<file path="config.mk">
export PLATFORM = sky130hd
export DESIGN_NAME = stream_comp_cfdf_actor
export DESIGN_NICKNAME = d
export VERILOG_FILES = /design/src/rtl/stream_comp_pkg.sv /design/src/rtl/stream_comp_alu.sv /design/src/rtl/stream_comp_cfdf_actor.sv
export SDC_FILE = /design/constraint.sdc
export NUM_CORES = 1
export LEC_CHECK = 0
export ABC_CLOCK_PERIOD_IN_PS = 2700
export CORE_ASPECT_RATIO = 0.7
export CORE_MARGIN = 5
export CORE_UTILIZATION = 48
export DETAILED_ROUTE_END_ITERATION = 12
export HOLD_SLACK_MARGIN = 0.12
export PLACE_DENSITY = 0.79
export SETUP_SLACK_MARGIN = 0.02
export SLEW_MARGIN = 20
export SYNTH_ARGS = -nofsm -noshare
export SYNTH_HDL_FRONTEND = slang
export SYNTH_SLANG_ARGS = --single-unit
</file>
<file path="constraint.sdc">
create_clock -name clk -period 2.7 [get_ports clk]
set_input_delay 0.675 -clock clk [delete_from_list [all_inputs] [get_ports clk]]
set_output_delay 0.675 -clock clk [all_outputs]
set_load 0.03 [all_outputs]
</file>
<file path="src/rtl/stream_comp_pkg.sv">
// Shared constants for the CFDF stream-compute actor: modes, opcodes, FSM states.
package stream_comp_pkg;

  localparam logic [1:0] MODE_CMD  = 2'd0;
  localparam logic [1:0] MODE_DATA = 2'd1;
  localparam logic [1:0] MODE_OUT  = 2'd2;
  localparam logic [1:0] MODE_RSVD = 2'd3;

  localparam logic [1:0] OP_SUM = 2'd0;
  localparam logic [1:0] OP_MAX = 2'd1;
  localparam logic [1:0] OP_MIN = 2'd2;
  localparam logic [1:0] OP_XOR = 2'd3;

  typedef enum logic [2:0] {
    ST_IDLE       = 3'd0,
    ST_CMD_RD     = 3'd1,
    ST_CMD_LATCH  = 3'd2,
    ST_DATA_RD    = 3'd3,
    ST_DATA_DRAIN = 3'd4,
    ST_OUT_WR     = 3'd5,
    ST_DONE       = 3'd6
  } state_t;

  // Ceiling log2, used to size population and capacity ports.
  function automatic int log2(input int v);
    int r;
    r = 0;
    while ((1 << r) < v) r++;
    return r;
  endfunction

endpackage

</file>
<file path="src/rtl/stream_comp_alu.sv">
// Single-step reduce of one token into the accumulator.
// STREAM_COMP_SAT_EN: when defined, SUM saturates instead of wrapping.
module stream_comp_alu
  import stream_comp_pkg::*;
#(
  parameter int WIDTH = 10
) (
  input  logic [WIDTH-1:0] i_acc,
  input  logic [WIDTH-1:0] i_tok,
  input  logic [WIDTH-1:0] i_op,
  output logic [WIDTH-1:0] o_acc_next,
  output logic             o_illegal
);

  logic             w_op_legal;
  logic [WIDTH-1:0] w_sum;

  assign w_op_legal = (i_op[WIDTH-1:2] == '0);

`ifdef STREAM_COMP_SAT_EN
  logic [WIDTH:0] w_sum_ext;
  assign w_sum_ext = {1'b0, i_acc} + {1'b0, i_tok};
  assign w_sum     = w_sum_ext[WIDTH] ? '1 : w_sum_ext[WIDTH-1:0];
`else
  assign w_sum = i_acc + i_tok;
`endif

  always_comb begin
    o_acc_next = '0;
    o_illegal  = 1'b0;
    if (!w_op_legal) begin
      // Illegal opcodes still consume data but pin the result at zero.
      o_illegal  = 1'b1;
      o_acc_next = '0;
    end else begin
      case (i_op[1:0])
        OP_SUM:  o_acc_next = w_sum;
        OP_MAX:  o_acc_next = (i_tok > i_acc) ? i_tok : i_acc;
        OP_MIN:  o_acc_next = (i_tok < i_acc) ? i_tok : i_acc;
        default: o_acc_next = i_acc ^ i_tok;
      endcase
    end
  end

endmodule

</file>
<file path="src/rtl/stream_comp_cfdf_actor.sv">
// CFDF stream-compute actor: CMD/DATA/OUT firings with enable logic.
// Optional STREAM_COMP_SAT_EN selects saturating SUM inside stream_comp_alu.
//
// state         | meaning
// ST_IDLE       | waiting for invoke with enable
// ST_CMD_RD     | rd_cmd/rd_len strobed
// ST_CMD_LATCH  | opcode/length latched, accumulator initialised
// ST_DATA_RD    | rd_data strobed once per cycle, length_out cycles
// ST_DATA_DRAIN | last token absorbed
// ST_OUT_WR     | wr_result strobed with accumulator
// ST_DONE       | fc pulse, next_mode_out valid
module stream_comp_cfdf_actor
  import stream_comp_pkg::*;
#(
  parameter  int WIDTH           = 10,
  parameter  int BUFFER_SIZE     = 10,
  parameter  int BUFFER_SIZE_OUT = 1,
  localparam int POP_W           = log2(BUFFER_SIZE),
  localparam int CAP_W           = (log2(BUFFER_SIZE_OUT) < 1) ? 1 : log2(BUFFER_SIZE_OUT)
) (
  input  logic             clk,
  input  logic             rst,
  input  logic             invoke,
  input  logic [1:0]       next_mode_in,
  input  logic [POP_W-1:0] pop_cmd,
  input  logic [POP_W-1:0] pop_len,
  input  logic [POP_W-1:0] pop_data,
  input  logic [CAP_W-1:0] cap_result,
  input  logic [WIDTH-1:0] cmd_in,
  input  logic [WIDTH-1:0] len_in,
  input  logic [WIDTH-1:0] data_in,
  output logic             enable,
  output logic             rd_cmd,
  output logic             rd_len,
  output logic             rd_data,
  output logic             wr_result,
  output logic [WIDTH-1:0] result_out,
  output logic [1:0]       next_mode_out,
  output logic [WIDTH-1:0] length_out,
  output logic             fc,
  output logic             err
);

  state_t           r_state;
  logic             r_rd_cmd;
  logic             r_rd_len;
  logic             r_rd_data;
  logic             r_wr_result;
  logic             r_fc;
  logic             r_err;
  logic             r_tok_vld;
  logic [1:0]       r_next_mode;
  logic [WIDTH-1:0] r_length;
  logic [WIDTH-1:0] r_result;
  logic [WIDTH-1:0] r_acc;
  logic [WIDTH-1:0] r_opcode;
  logic [WIDTH-1:0] r_cnt;

  logic [WIDTH-1:0] w_alu_op;
  logic [WIDTH-1:0] w_acc_next;
  logic             w_illegal;

  always_comb begin
    enable = 1'b0;
    case (next_mode_in)
      MODE_CMD:  enable = (pop_cmd >= POP_W'(1)) && (pop_len >= POP_W'(1));
      MODE_DATA: enable = (WIDTH'(pop_data) >= r_length);
      MODE_OUT:  enable = (cap_result >= CAP_W'(1));
      default:   enable = 1'b0;
    endcase
  end

  // The ALU decodes the incoming command while latching so err is known at once.
  assign w_alu_op = (r_state == ST_CMD_LATCH) ? cmd_in : r_opcode;

  stream_comp_alu #(
    .WIDTH(WIDTH)
  ) u_alu (
    .i_acc     (r_acc),
    .i_tok     (data_in),
    .i_op      (w_alu_op),
    .o_acc_next(w_acc_next),
    .o_illegal (w_illegal)
  );

  always_ff @(posedge clk or negedge rst) begin
    if (!rst) begin
      r_state     <= ST_IDLE;
      r_rd_cmd    <= 1'b0;
      r_rd_len    <= 1'b0;
      r_rd_data   <= 1'b0;
      r_wr_result <= 1'b0;
      r_fc        <= 1'b0;
      r_err       <= 1'b0;
      r_tok_vld   <= 1'b0;
      r_next_mode <= MODE_CMD;
      r_length    <= '0;
      r_result    <= '0;
      r_acc       <= '0;
      r_opcode    <= '0;
      r_cnt       <= '0;
    end else begin
      // Read data arrives one cycle after its strobe.
      r_tok_vld <= r_rd_data;
      if (r_tok_vld) r_acc <= w_acc_next;

      case (r_state)
        ST_IDLE: begin
          if (invoke && enable) begin
            case (next_mode_in)
              MODE_CMD: begin
                r_rd_cmd <= 1'b1;
                r_rd_len <= 1'b1;
                r_state  <= ST_CMD_RD;
              end
              MODE_DATA: begin
                r_cnt <= r_length;
                if (r_length != '0) begin
                  r_rd_data <= 1'b1;
                  r_state   <= ST_DATA_RD;
                end else begin
                  r_state <= ST_DATA_DRAIN;
                end
              end
              MODE_OUT: begin
                r_wr_result <= 1'b1;
                r_result    <= r_acc;
                r_state     <= ST_OUT_WR;
              end
              default: r_state <= ST_IDLE;
            endcase
          end
        end
        ST_CMD_RD: begin
          r_rd_cmd <= 1'b0;
          r_rd_len <= 1'b0;
          r_state  <= ST_CMD_LATCH;
        end
        ST_CMD_LATCH: begin
          r_opcode    <= cmd_in;
          r_length    <= len_in;
          r_acc       <= (cmd_in == WIDTH'(OP_MIN)) ? '1 : '0;
          r_err       <= w_illegal;
          r_next_mode <= (len_in == '0) ? MODE_OUT : MODE_DATA;
          r_fc        <= 1'b1;
          r_state     <= ST_DONE;
        end
        ST_DATA_RD: begin
          if (r_cnt == WIDTH'(1)) begin
            r_rd_data <= 1'b0;
            r_state   <= ST_DATA_DRAIN;
          end else begin
            r_cnt <= r_cnt - WIDTH'(1);
          end
        end
        ST_DATA_DRAIN: begin
          r_next_mode <= MODE_OUT;
          r_fc        <= 1'b1;
          r_state     <= ST_DONE;
        end
        ST_OUT_WR: begin
          r_wr_result <= 1'b0;
          r_next_mode <= MODE_CMD;
          r_fc        <= 1'b1;
          r_state     <= ST_DONE;
        end
        ST_DONE: begin
          r_fc    <= 1'b0;
          r_state <= ST_IDLE;
        end
        default: r_state <= ST_IDLE;
      endcase
    end
  end

  assign rd_cmd        = r_rd_cmd;
  assign rd_len        = r_rd_len;
  assign rd_data       = r_rd_data;
  assign wr_result     = r_wr_result;
  assign result_out    = r_result;
  assign next_mode_out = r_next_mode;
  assign length_out    = r_length;
  assign fc            = r_fc;
  assign err           = r_err;

endmodule

</file>
==> results of run 1 <==
-- cells in the mapped netlist (5+ instances only) --
library cell | instances | area, µm²
nor3b_1 | 6 | 45.0
dfrtp_1 | 61 | 1530
nand2b_1 | 11 | 68.8
mux2i_1 | 5 | 50.1
nand3_1 | 8 | 40.0
mux2_4 | 9 | 135
o31ai_1 | 6 | 45.0
ha_1 | 29 | 363
a31o_2 | 6 | 52.6
mux2_2 | 24 | 270
nor2_1 | 15 | 56.3
a211oi_1 | 5 | 37.5
nor3_1 | 12 | 60.1
buf_2 | 5 | 25.0
a31oi_1 | 9 | 56.3
clkbuf_1 | 13 | 48.8
a21oi_1 | 23 | 115
inv_1 | 35 | 131
nand2_1 | 29 | 109
o21ai_0 | 28 | 140
nor4_1 | 14 | 87.6
-- layout make-up --
cell class                 instances  area share
clock buffer                      12      0.0434
clock inverter                     4     0.00381
inverter                          36      0.0229
timing repair buffer             151       0.230
sequential                        61       0.259
multi-input combinational        302       0.419
tap                              105      0.0223
-- power by group through the flow --
stage	clock network (W)	registers [W]	logic, W
3_5_place_dp	0	0.00149	0.00273
6_report	0.00108	0.00149	0.00290
3_3_place_gp	0	0.00147	0.00266
5_1_grt	0.00114	0.00153	0.00311
4_1_cts	0.00110	0.00148	0.00283
2_1_floorplan	0	0.00169	0.00131
-- metrics by stage --
stage | setup slack, ps | area, µm² | std cells | power [W] | setup TNS (ps)
finish | 65.2 | 5900 | 671 | 0.00548 | 0
global route | 9.41 | 5900 | 671 | 0.00579 | 0
CTS | 5.05 | 5790 | 670 | 0.00541 | 0
detailed placement | -801 | 5390 | 650 | 0.00422 | -11740
global placement | -819 | 5390 | 650 | 0.00413 | -11450
floorplan | 26.0 | 4040 | 419 | 0.00301 | 0
-- cell families (layout without fill, tap and decap cells) --
kind of cell,after synthesis,count (layout),synth area share
adder cells (fa/ha/maj),30,30,0.0951
flip-flops,61,61,0.379
AND/OR/NAND/NOR,120,120,0.166
multiplexers,39,39,0.116
AO/OA/AOI/OAI,113,113,0.187
buffers and inverters,56,203,0.0566
-- layout by cell type, fill, tap and decap left out, types with 5 or more instances in the layout --
cell type        synthesis  routed
dlygate4sd2_1            0       5
ha_1                    29      20
a31oi_1                  9       9
mux2_4                   9       9
dlymetal6s2s_1           0       5
nand2_1                 29      29
clkbuf_16                0       9
inv_1                   35      34
ha_4                     0       8
buf_4                    1      71
dfrtp_1                 61      61
mux2_2                  24      24
nor4_1                  14      14
nor3_1                  12      12
clkdlybuf4s50_1          0      62
o31ai_1                  6       6
o21ai_0                 28      28
nand2b_1                11       9
a21oi_1                 23      23
nand3_1                  8       8
a31o_2                   6       6
nor2_1                  15      15
-- flip-flops by register name (all words and copies together), names as in the netlist --
register,cells
length_out,10
r_acc,10
r_cnt,10
r_opcode,10
result_out,10
r_state,3
next_mode_out,2
err,1
fc,1
r_tok_vld,1
rd_data,1
rd_len,1
wr_result,1
-- what timing repair did --
| action | 4_1_cts | 5_1_grt |
|---|---|---|
| hold endpoints to repair | 0 | 0 |
| setup buffers | 4 | 1 |
| setup endpoints to repair | 21 | 11 |
| pin swaps | 20 | 18 |
| gates resized for setup | 29 | 20 |
| hold buffers | 0 | 0 |
-- path summary, 6_finish.rpt --
check | to | slack [ps] | cells after the start
min | length_out[2] | 330 | 2
max | enable | 70 | 9
max in group asynchronous | r_acc[2] | 2090 | 2
min reg2reg | r_tok_vld | 460 | 0
max reg2reg | r_acc[5] | 140 | 10
min in group clk | r_tok_vld | 460 | 0
-- metal layers --
| layer | global-route usage | routed length [µm] | vias to the layer above | share of wire |
|---|---|---|---|---|
| met4 | 0.0790 | 337 | 0 | 0.027 |
| met3 | 0.0502 | 924 | 44 | 0.074 |
| met1 | 0.327 | 5430 | 1878 | 0.44 |
| met2 | 0.394 | 5770 | 192 | 0.46 |
| met5 | 0 | 0 | - | 0 |
| li1 | - | - | 1823 | - |
==> results.toml, run 1 <==
[status]
outcome = "finished, final reports clean"

[synth]
ys_ff_latch = 61
synth_cells = 419
synth_enable_flop_cells = 0
postSynthAreaPerCell_um2 = 9.61
syn-num-nets = 497
syn_area_um2 = 4030
yosys_warnings = 0
seq_area_frac_synth = 0.379
synth-main-ff-cell = "dfrtp_1"
async_flop_share = 1.00
yosysUniqueCellTypes = 64

[global_routing]
grt_pass1_wl_um = 20200
antenna_found_initial = 0
grt_max_degree = 62
grt.overflow.total = 0
grt_pass1_vias = 4034
grt.total_usage = 0.242

[clock_tree]
cts_buffers = 9
cts_tree = "done"
clock_path_buffers = 2
cts-root-buf = "clkbuf_16"
htree_levels = 3
clk_latency_ps = 330
cts_sinks = 61
clkTransAtPathRegs_ps = 50

[route]
ant_nets = 0
drtIter0Drc = 348
num_vias = 3937
drcViolationCount = 0
routedWlPerCell_um = 18.6
routed_wl_um = 12500
viasPerCell = 5.87
dr.pass1.iters = 6

[power_and_ir_drop]
swShare = 0.401
combPwrFrac = 0.530
switchingPower_w = 0.00220
pwr-share-seq = 0.273
clock_power_share = 0.197
powerDensity_nw_per_um2 = 928
p_int_w = 0.00328
leakagePower_nw = 2.63
irDropWorstVdd_mv = 0.465

[sta]
hold_viol = 0
tightest_slew_ps = 552
hold_ws_ps = 335
timing.final.crit_share = 0.976
fmaxAchievable_ghz = 0.380
finalClockSkew_ps = 5.31
slew_viol_final = 0
rsz0062_at_grt = "yes"
slew_headroom = 0.628
setup_viol = 0
min_period_ps = 2630

[place]
io_buffers = 76
gp_congestion = 0.938
hpwlAfterDp_um = 8720

[die]
die_x_um = 119
die_y_um = 86.6
pin_count = 77
start_util = 0.485
dieArea_um2 = 10300
fp.coreArea_um2 = 8300
rows = 28

[worst_setup_path]
critPathBufInv = 4
path_common_cell = "buf_6"
critPathKind = "in2out"
slowest_stage = "a21o_1"
worstPathMaxFanout = 2
worstSetupEndpointType = "primary output"
cp.arrival_ps = 1960
crit_family = "compound AO/OA/AOI/OAI gates"
startpoint = "pop_data[0]"
timing.rr.start = "r_state[0]"
cp_data_required_time_ps = 2030
critPathMaxStageDelay_ps = 220
path_cells = "buf_6 > inv_2 > ha_4 > nand2b_4 > a21o_1 > a211oi_2 > buf_4 > o21ai_4 > buf_6"
critPathLaunchType = "input pin"

[final_layout]
drive_above_1_share = 0.286
multiInputGateArea_um2 = 2470
fin_util = 0.711
layout.nets = 639
antennaDiodeCount = 0
register_area_um2 = 1530
syn_to_final_growth_pct = 46.7
n_fill_cell = 579

[flow_run]
cap_viol_max_count = 0

[hold_path]
hold_class = "in2async"
Note: power is estimated with default switching activity, not from simulation.
==> run 2: changes to the inputs <==
--- a/config.mk
+++ b/config.mk
@@ -5,15 +5,17 @@
 export SDC_FILE = /design/constraint.sdc
 export NUM_CORES = 1
 export LEC_CHECK = 0
-export ABC_CLOCK_PERIOD_IN_PS = 2700
+export ABC_CLOCK_PERIOD_IN_PS = 3210
+export CAP_MARGIN = 20
 export CORE_ASPECT_RATIO = 0.7
 export CORE_MARGIN = 5
-export CORE_UTILIZATION = 48
+export CORE_UTILIZATION = 52
 export DETAILED_ROUTE_END_ITERATION = 12
 export HOLD_SLACK_MARGIN = 0.12
-export PLACE_DENSITY = 0.79
+export PLACE_DENSITY = 0.8
 export SETUP_SLACK_MARGIN = 0.02
 export SLEW_MARGIN = 20
 export SYNTH_ARGS = -nofsm -noshare
 export SYNTH_HDL_FRONTEND = slang
+export SYNTH_HIERARCHICAL = 1
 export SYNTH_SLANG_ARGS = --single-unit
==> constraint.sdc (replaced) <==
create_clock -name clk -period 3.21 [get_ports clk]
set_input_delay 0.8025 -clock clk [delete_from_list [all_inputs] [get_ports clk]]
set_output_delay 0.8025 -clock clk [all_outputs]
set_load 0.03 [all_outputs]
==> run 2 against run 1 <==
Against the previous run:
- synthesized cell count increased by 18%
- utilization increased by 3.0 points
- routed wire length increased by 13%
- combinational power increased by 31%
- final area increased by 5.6%
- clock skew about the same
- area after synthesis increased by 11%
- count of clock-buffer cells in the layout decreased by 2
- worst hold slack improved by 120 ps
- die area increased by 2.2%
- first-iteration DRC count increased by 76%
- critical path type unchanged
- critical endpoint unchanged
==> results.toml, run 2 <==
[global_routing]
grt.total_usage = 0.277
grt_pass1_vias = 4368
grt.overflow.total = 0
grt_max_degree = 62
antenna_found_initial = 0
grt_pass1_wl_um = 23100

[sta]
slew_viol_final = 0
finalClockSkew_ps = 5.67
fmaxAchievable_ghz = 0.320
min_period_ps = 3130
timing.final.crit_share = 0.974
setup_viol = 0
rsz0062_at_grt = "yes"
hold_viol = 0
tightest_slew_ps = 775
slew_headroom = 0.483

[clock_tree]
clkTransAtPathRegs_ps = 50
cts_buffers = 9
cts_tree = "done"
cts_sinks = 61
htree_levels = 3
clk_latency_ps = 330
cts-root-buf = "clkbuf_16"
ctsHoldBuffers = 0
clock_path_buffers = 2

[synth]
ys_ff_latch = 61
yosys_warnings = 6
synth_enable_flop_cells = 0
seq_area_frac_synth = 0.342
synth_area_leaders = "dfrtp_1 (34%), ha_1 (7.0%), mux2_2 (5.8%), a21oi_1 (4.1%), o21ai_0 (3.9%)"
yosys-top-cells-count = "dfrtp_1 (61), nor2_1 (39), a21oi_1 (37)"
syn_area_um2 = 4470
yosysMostFrequentCell = "dfrtp_1"
async_flop_share = 1.00
synth_cells = 495
synth_top_area_frac = 0.342
synth_top_area_cell = "dfrtp_1"
yosysUniqueCellTypes = 76
postSynthAreaPerCell_um2 = 9.03
syn-num-nets = 569
synth-main-ff-cell = "dfrtp_1"

[flow_run]
cap_viol_max_count = 0

[die]
die_y_um = 87.6
fp.coreArea_um2 = 8410
start_util = 0.531
die_x_um = 121
rows = 28
pin_count = 77
dieArea_um2 = 10600

[worst_setup_path]
cp.arrival_ps = 2320
worstPathMaxFanout = 2
timing.rr.start = "r_state[2]"
startpoint = "pop_cmd[3]"
critPathLaunchType = "input pin"
critPathKind = "in2out"
r2r_cells = 9
worstSetupEndpointType = "primary output"
rrSetupSlack_ps = 380
reg2reg_to = "r_acc[7]"
cp_data_required_time_ps = 2410

[hold_path]
hp-start = "rd_data"
min_delay_worst_endpoint = "r_tok_vld"
hold_class = "reg2reg"
hold_depth = 0

[route]
drtIter0Drc = 614
viasPerCell = 6.11
dr_wl_met3_um = 1190
routed_wl_um = 14100
dr.pass1.iters = 5
routedWlPerCell_um = 19.1
drcViolationCount = 0
topRoutingLayerUsed = "met4"
ant_nets = 0
num_vias = 4527
met2_length_um = 5970
wl_met1_um = 6850

[status]
outcome = "finished, final reports clean"

[power_and_ir_drop]
powerDensity_nw_per_um2 = 1020
irDropWorstVdd_mv = 0.692
leakagePower_nw = 2.71
p_total_w = 0.00637

[final_layout]
antennaDiodeCount = 0
mostFrequentLayoutCells = "buf_4 (77), clkdlybuf4s50_1 (64), dfrtp_1 (61)"
fin_util = 0.741
layout.nets = 705
syn_to_final_growth_pct = 39.5
drive_above_1_share = 0.252
mostFrequentLayoutCell = "buf_4"

[place]
io_buffers = 76
hpwlAfterDp_um = 10700
gp_congestion = 0.979
-- run 2: cell types whose count changed in the layout (fill, tap and decap cells not counted), sizes merged, moves of 5 or more --
cell    change
nor2       +25
nand2b      -5
nor3b       -5
nor4        -6
inv         -6
a21oi      +15
nand3       +8
nor3       +10
-- run 2: metal layers --
layer | vias to the layer above | global-route usage
li1 | 2104 | -
met1 | 2173 | 0.422
met2 | 230 | 0.398
met3 | 20 | 0.0633
met4 | 0 | 0.0700
met5 | - | 0
-- run 2: worst max-delay path: stages --
cell	delay [ps]
clkdlybuf4s50_1	390
or4_4	410
a32oi_2	230
o31a_1	310
inv_8	40
buf_6	130
-- run 2: cells by family (layout without fill, tap and decap cells) --
logic type               Yosys count  count (layout)  synth area share
AND/OR/NAND/NOR                  162             162             0.193
AO/OA/AOI/OAI                    150             150             0.229
flip-flops                        61              61             0.342
buffers and inverters             57             198            0.0582
multiplexers                      34              34            0.0938
adder cells (fa/ha/maj)           27              27            0.0767
XOR/XNOR                           4               4           0.00784
-- run 2: power by group --
group          switching [W]  leakage, nW  internal (W)
Combinational        0.00209         1.81       0.00172
Sequential          0.000345        0.745       0.00115
Clock               0.000358        0.159      0.000705
-- run 2: layout make-up --
cell class	count	area [µm²]
Multi-Input combinational cell	377	2770
Clock buffer	10	239
Fill cell	640	2170
Timing Repair Buffer	154	1360
Clock inverter	6	93.8
Sequential cell	61	1530
Tap cell	105	131
Inverter	28	113
-- run 2: worst max path at each step --
stage               slack [ps]  cells past startpoint       end
detailed placement        -720                      8    enable
CTS                         30                      6    enable
finish                      80                      6    enable
global route                 9                     10  r_acc[1]
global placement          -610                      8    enable
floorplan                  320                     14  r_acc[8]
-- run 2: metrics by stage --
step	instance area (µm²)	worst slack [ps]	TNS, ps	instances	hold slack [ps]
4_1_cts	6170	27.9	0	741	461
5_1_grt	6230	8.57	0	741	489
6_report	6230	84.7	0	741	460
3_5_place_dp	5800	-720	-5970	724	428
3_3_place_gp	5800	-606	-3050	724	412
2_1_floorplan	4470	317	0	495	470
-- run 2: timing repair --
action / CTS / global route
hold endpoints to repair: 0 / 0
setup buffers: 1 / 0
endpoints found under the setup margin: 1 / 7
pin swaps: 6 / 7
gates resized for setup: 20 / 12
cloned: 0 / 0
==> run 3: changes to the inputs <==
--- a/config.mk
+++ b/config.mk
@@ -11,8 +11,9 @@
 export CORE_MARGIN = 5
 export CORE_UTILIZATION = 52
 export DETAILED_ROUTE_END_ITERATION = 12
+export DONT_BUFFER_PORTS = 1
 export HOLD_SLACK_MARGIN = 0.12
-export PLACE_DENSITY = 0.8
+export PLACE_DENSITY = 0.68
 export SETUP_SLACK_MARGIN = 0.02
 export SLEW_MARGIN = 20
 export SYNTH_ARGS = -nofsm -noshare
==> run 3 against run 2 <==
Against the previous run:
- final area is 21% lower
- first-iteration DRC count fell by 34%
- utilization is 16 points lower
- non-clock buffer count fell by 132
- worst hold slack worse by 290 ps
- sequential power up 24%
- largest power group unchanged
==> results.toml, run 3 (synthesis gave the netlist of run 2 again) <==
[status]
outcome = "finished, final reports clean"

[sta]
min_period_ps = 2910
slew_headroom = 0.485
setup_viol = 0
hold_viol = 0
finalClockSkew_ps = 6.68
slew_viol_final = 0
timing.final.crit_share = 0.906
fmaxAchievable_ghz = 0.344
rsz0062_at_grt = "no"
tightest_slew_ps = 770
setup_tns_ps = 0

[clock_tree]
clock_path_buffers = 2
ctsHoldBuffers = 0
cts_buffers = 9
clk_latency_ps = 320
htree_levels = 3
cts_tree = "done"
cts_resized = 0
clkTransAtPathRegs_ps = 50
cts-root-buf = "clkbuf_16"
cts_sinks = 61
post-cts-setup-buffers = 0

[hold_path]
hold_class = "in2async"

[die]
pin_count = 77
dieArea_um2 = 10600
fp.coreArea_um2 = 8410
die_x_um = 121
die_y_um = 87.6
start_util = 0.531
rows = 28

[power_and_ir_drop]
combPwrFrac = 0.471
leakagePower_nw = 2.07
powerDensity_nw_per_um2 = 1090
switchingPower_w = 0.00250
p_total_w = 0.00539
clock_power_share = 0.183
pwr-share-seq = 0.346
irDropWorstVdd_mv = 0.607
swShare = 0.464
p_int_w = 0.00289

[route]
routed_wl_um = 12300
met2_length_um = 4970
viasPerCell = 6.49
dr.pass1.iters = 5
num_vias = 3954
routedWlPerCell_um = 20.2
ant_nets = 0
topRoutingLayerUsed = "met4"
drtIter0Drc = 403
wl_met1_um = 6000
drcViolationCount = 0
dr_wl_met3_um = 1170

[final_layout]
syn_to_final_growth_pct = 10.3
layout.nets = 573
drive_above_1_share = 0.179
fin_util = 0.586
mostFrequentLayoutCell = "dfrtp_1"
antennaDiodeCount = 0
mostFrequentLayoutCells = "dfrtp_1 (61), nor2_1 (39), a21oi_1 (37)"
n_fill_cell = 752

[flow_run]
cap_viol_max_count = 0

[place]
hpwlAfterDp_um = 9370
io_buffers = 0
gp_congestion = 0.984

[global_routing]
grt_max_degree = 62
grt_pass1_wl_um = 20400
grt_pass1_vias = 3854
grt.total_usage = 0.246
antenna_found_initial = 0
grt.overflow.total = 0

[worst_setup_path]
critPathLaunchType = "flip-flop"
cp.arrival_ps = 3080
worstSetupEndpointType = "flip-flop"
worstPathMaxFanout = 7
critPathKind = "reg2reg"
cp_data_required_time_ps = 3390
==> run 3: changes by cell type in the layout (fill, tap and decap cells not counted), moves of 4 or more <==
cell / previous run / this run
clkdlybuf4s50_1: 64 / 0
buf_4: 77 / 22
dlygate4sd2_1: 6 / 0
dlymetal6s2s_1: 4 / 0
==> run 3: per-stage QoR <==
stage	instance area, µm²	hold slack [ps]	setup slack (ps)	cells
after floorplan	4470	470	317	495
after global placement	4620	482	150	593
after detailed placement	4620	487	89.7	593
after CTS	4930	163	321	609
after global routing	4930	151	59.8	609
final	4930	173	300	609
==> run 3: final timing paths <==
check                      cells past startpoint        start  slack, ps            end
max                                           10     r_acc[2]        300       r_acc[7]
min in group clk                               1  r_opcode[4]        490    r_opcode[4]
max reg2reg                                   10     r_acc[2]        300       r_acc[7]
max in group asynchronous                      0          rst       2910  result_out[1]
min                                            0          rst        170         rd_len
min reg2reg                                    1  r_opcode[4]        490    r_opcode[4]
==> run 3: worst max-delay path, stage by stage (launching register included) <==
cell	delay, ps
dfrtp_1	470
inv_1	110
ha_1	420
and4_1	250
o21ai_0	150
a31oi_1	540
nor2_1	250
a211oi_1	290
o221ai_1	150
nand2_1	80
a21oi_1	60
==> run 3: cell type report <==
class	instances	area (µm²)	area share
inverters	28	113	0.0228
repair buffers	22	165	0.0335
clock inverters	3	42.5	0.00863
flip-flops and latches	61	1530	0.310
multi-input cells	377	2680	0.544
clock buffers	13	270	0.0548
well taps	105	131	0.0266
==> run 3: power groups by stage <==
stage | combinational (W) | sequential (W) | clock (W)
final | 0.00254 | 0.00186 | 0.000986
after global routing | 0.00281 | 0.00192 | 0.00106
after CTS | 0.00250 | 0.00187 | 0.00101
after detailed placement | 0.00249 | 0.00188 | 0
after global placement | 0.00246 | 0.00186 | 0
after floorplan | 0.00196 | 0.00173 | 0
==> run 3: layer usage <==
layer	vias up	GRT usage
met2	183	0.336
met3	18	0.0755
met4	0	0.0710
met1	1908	0.371
li1	1845	-
met5	-	0
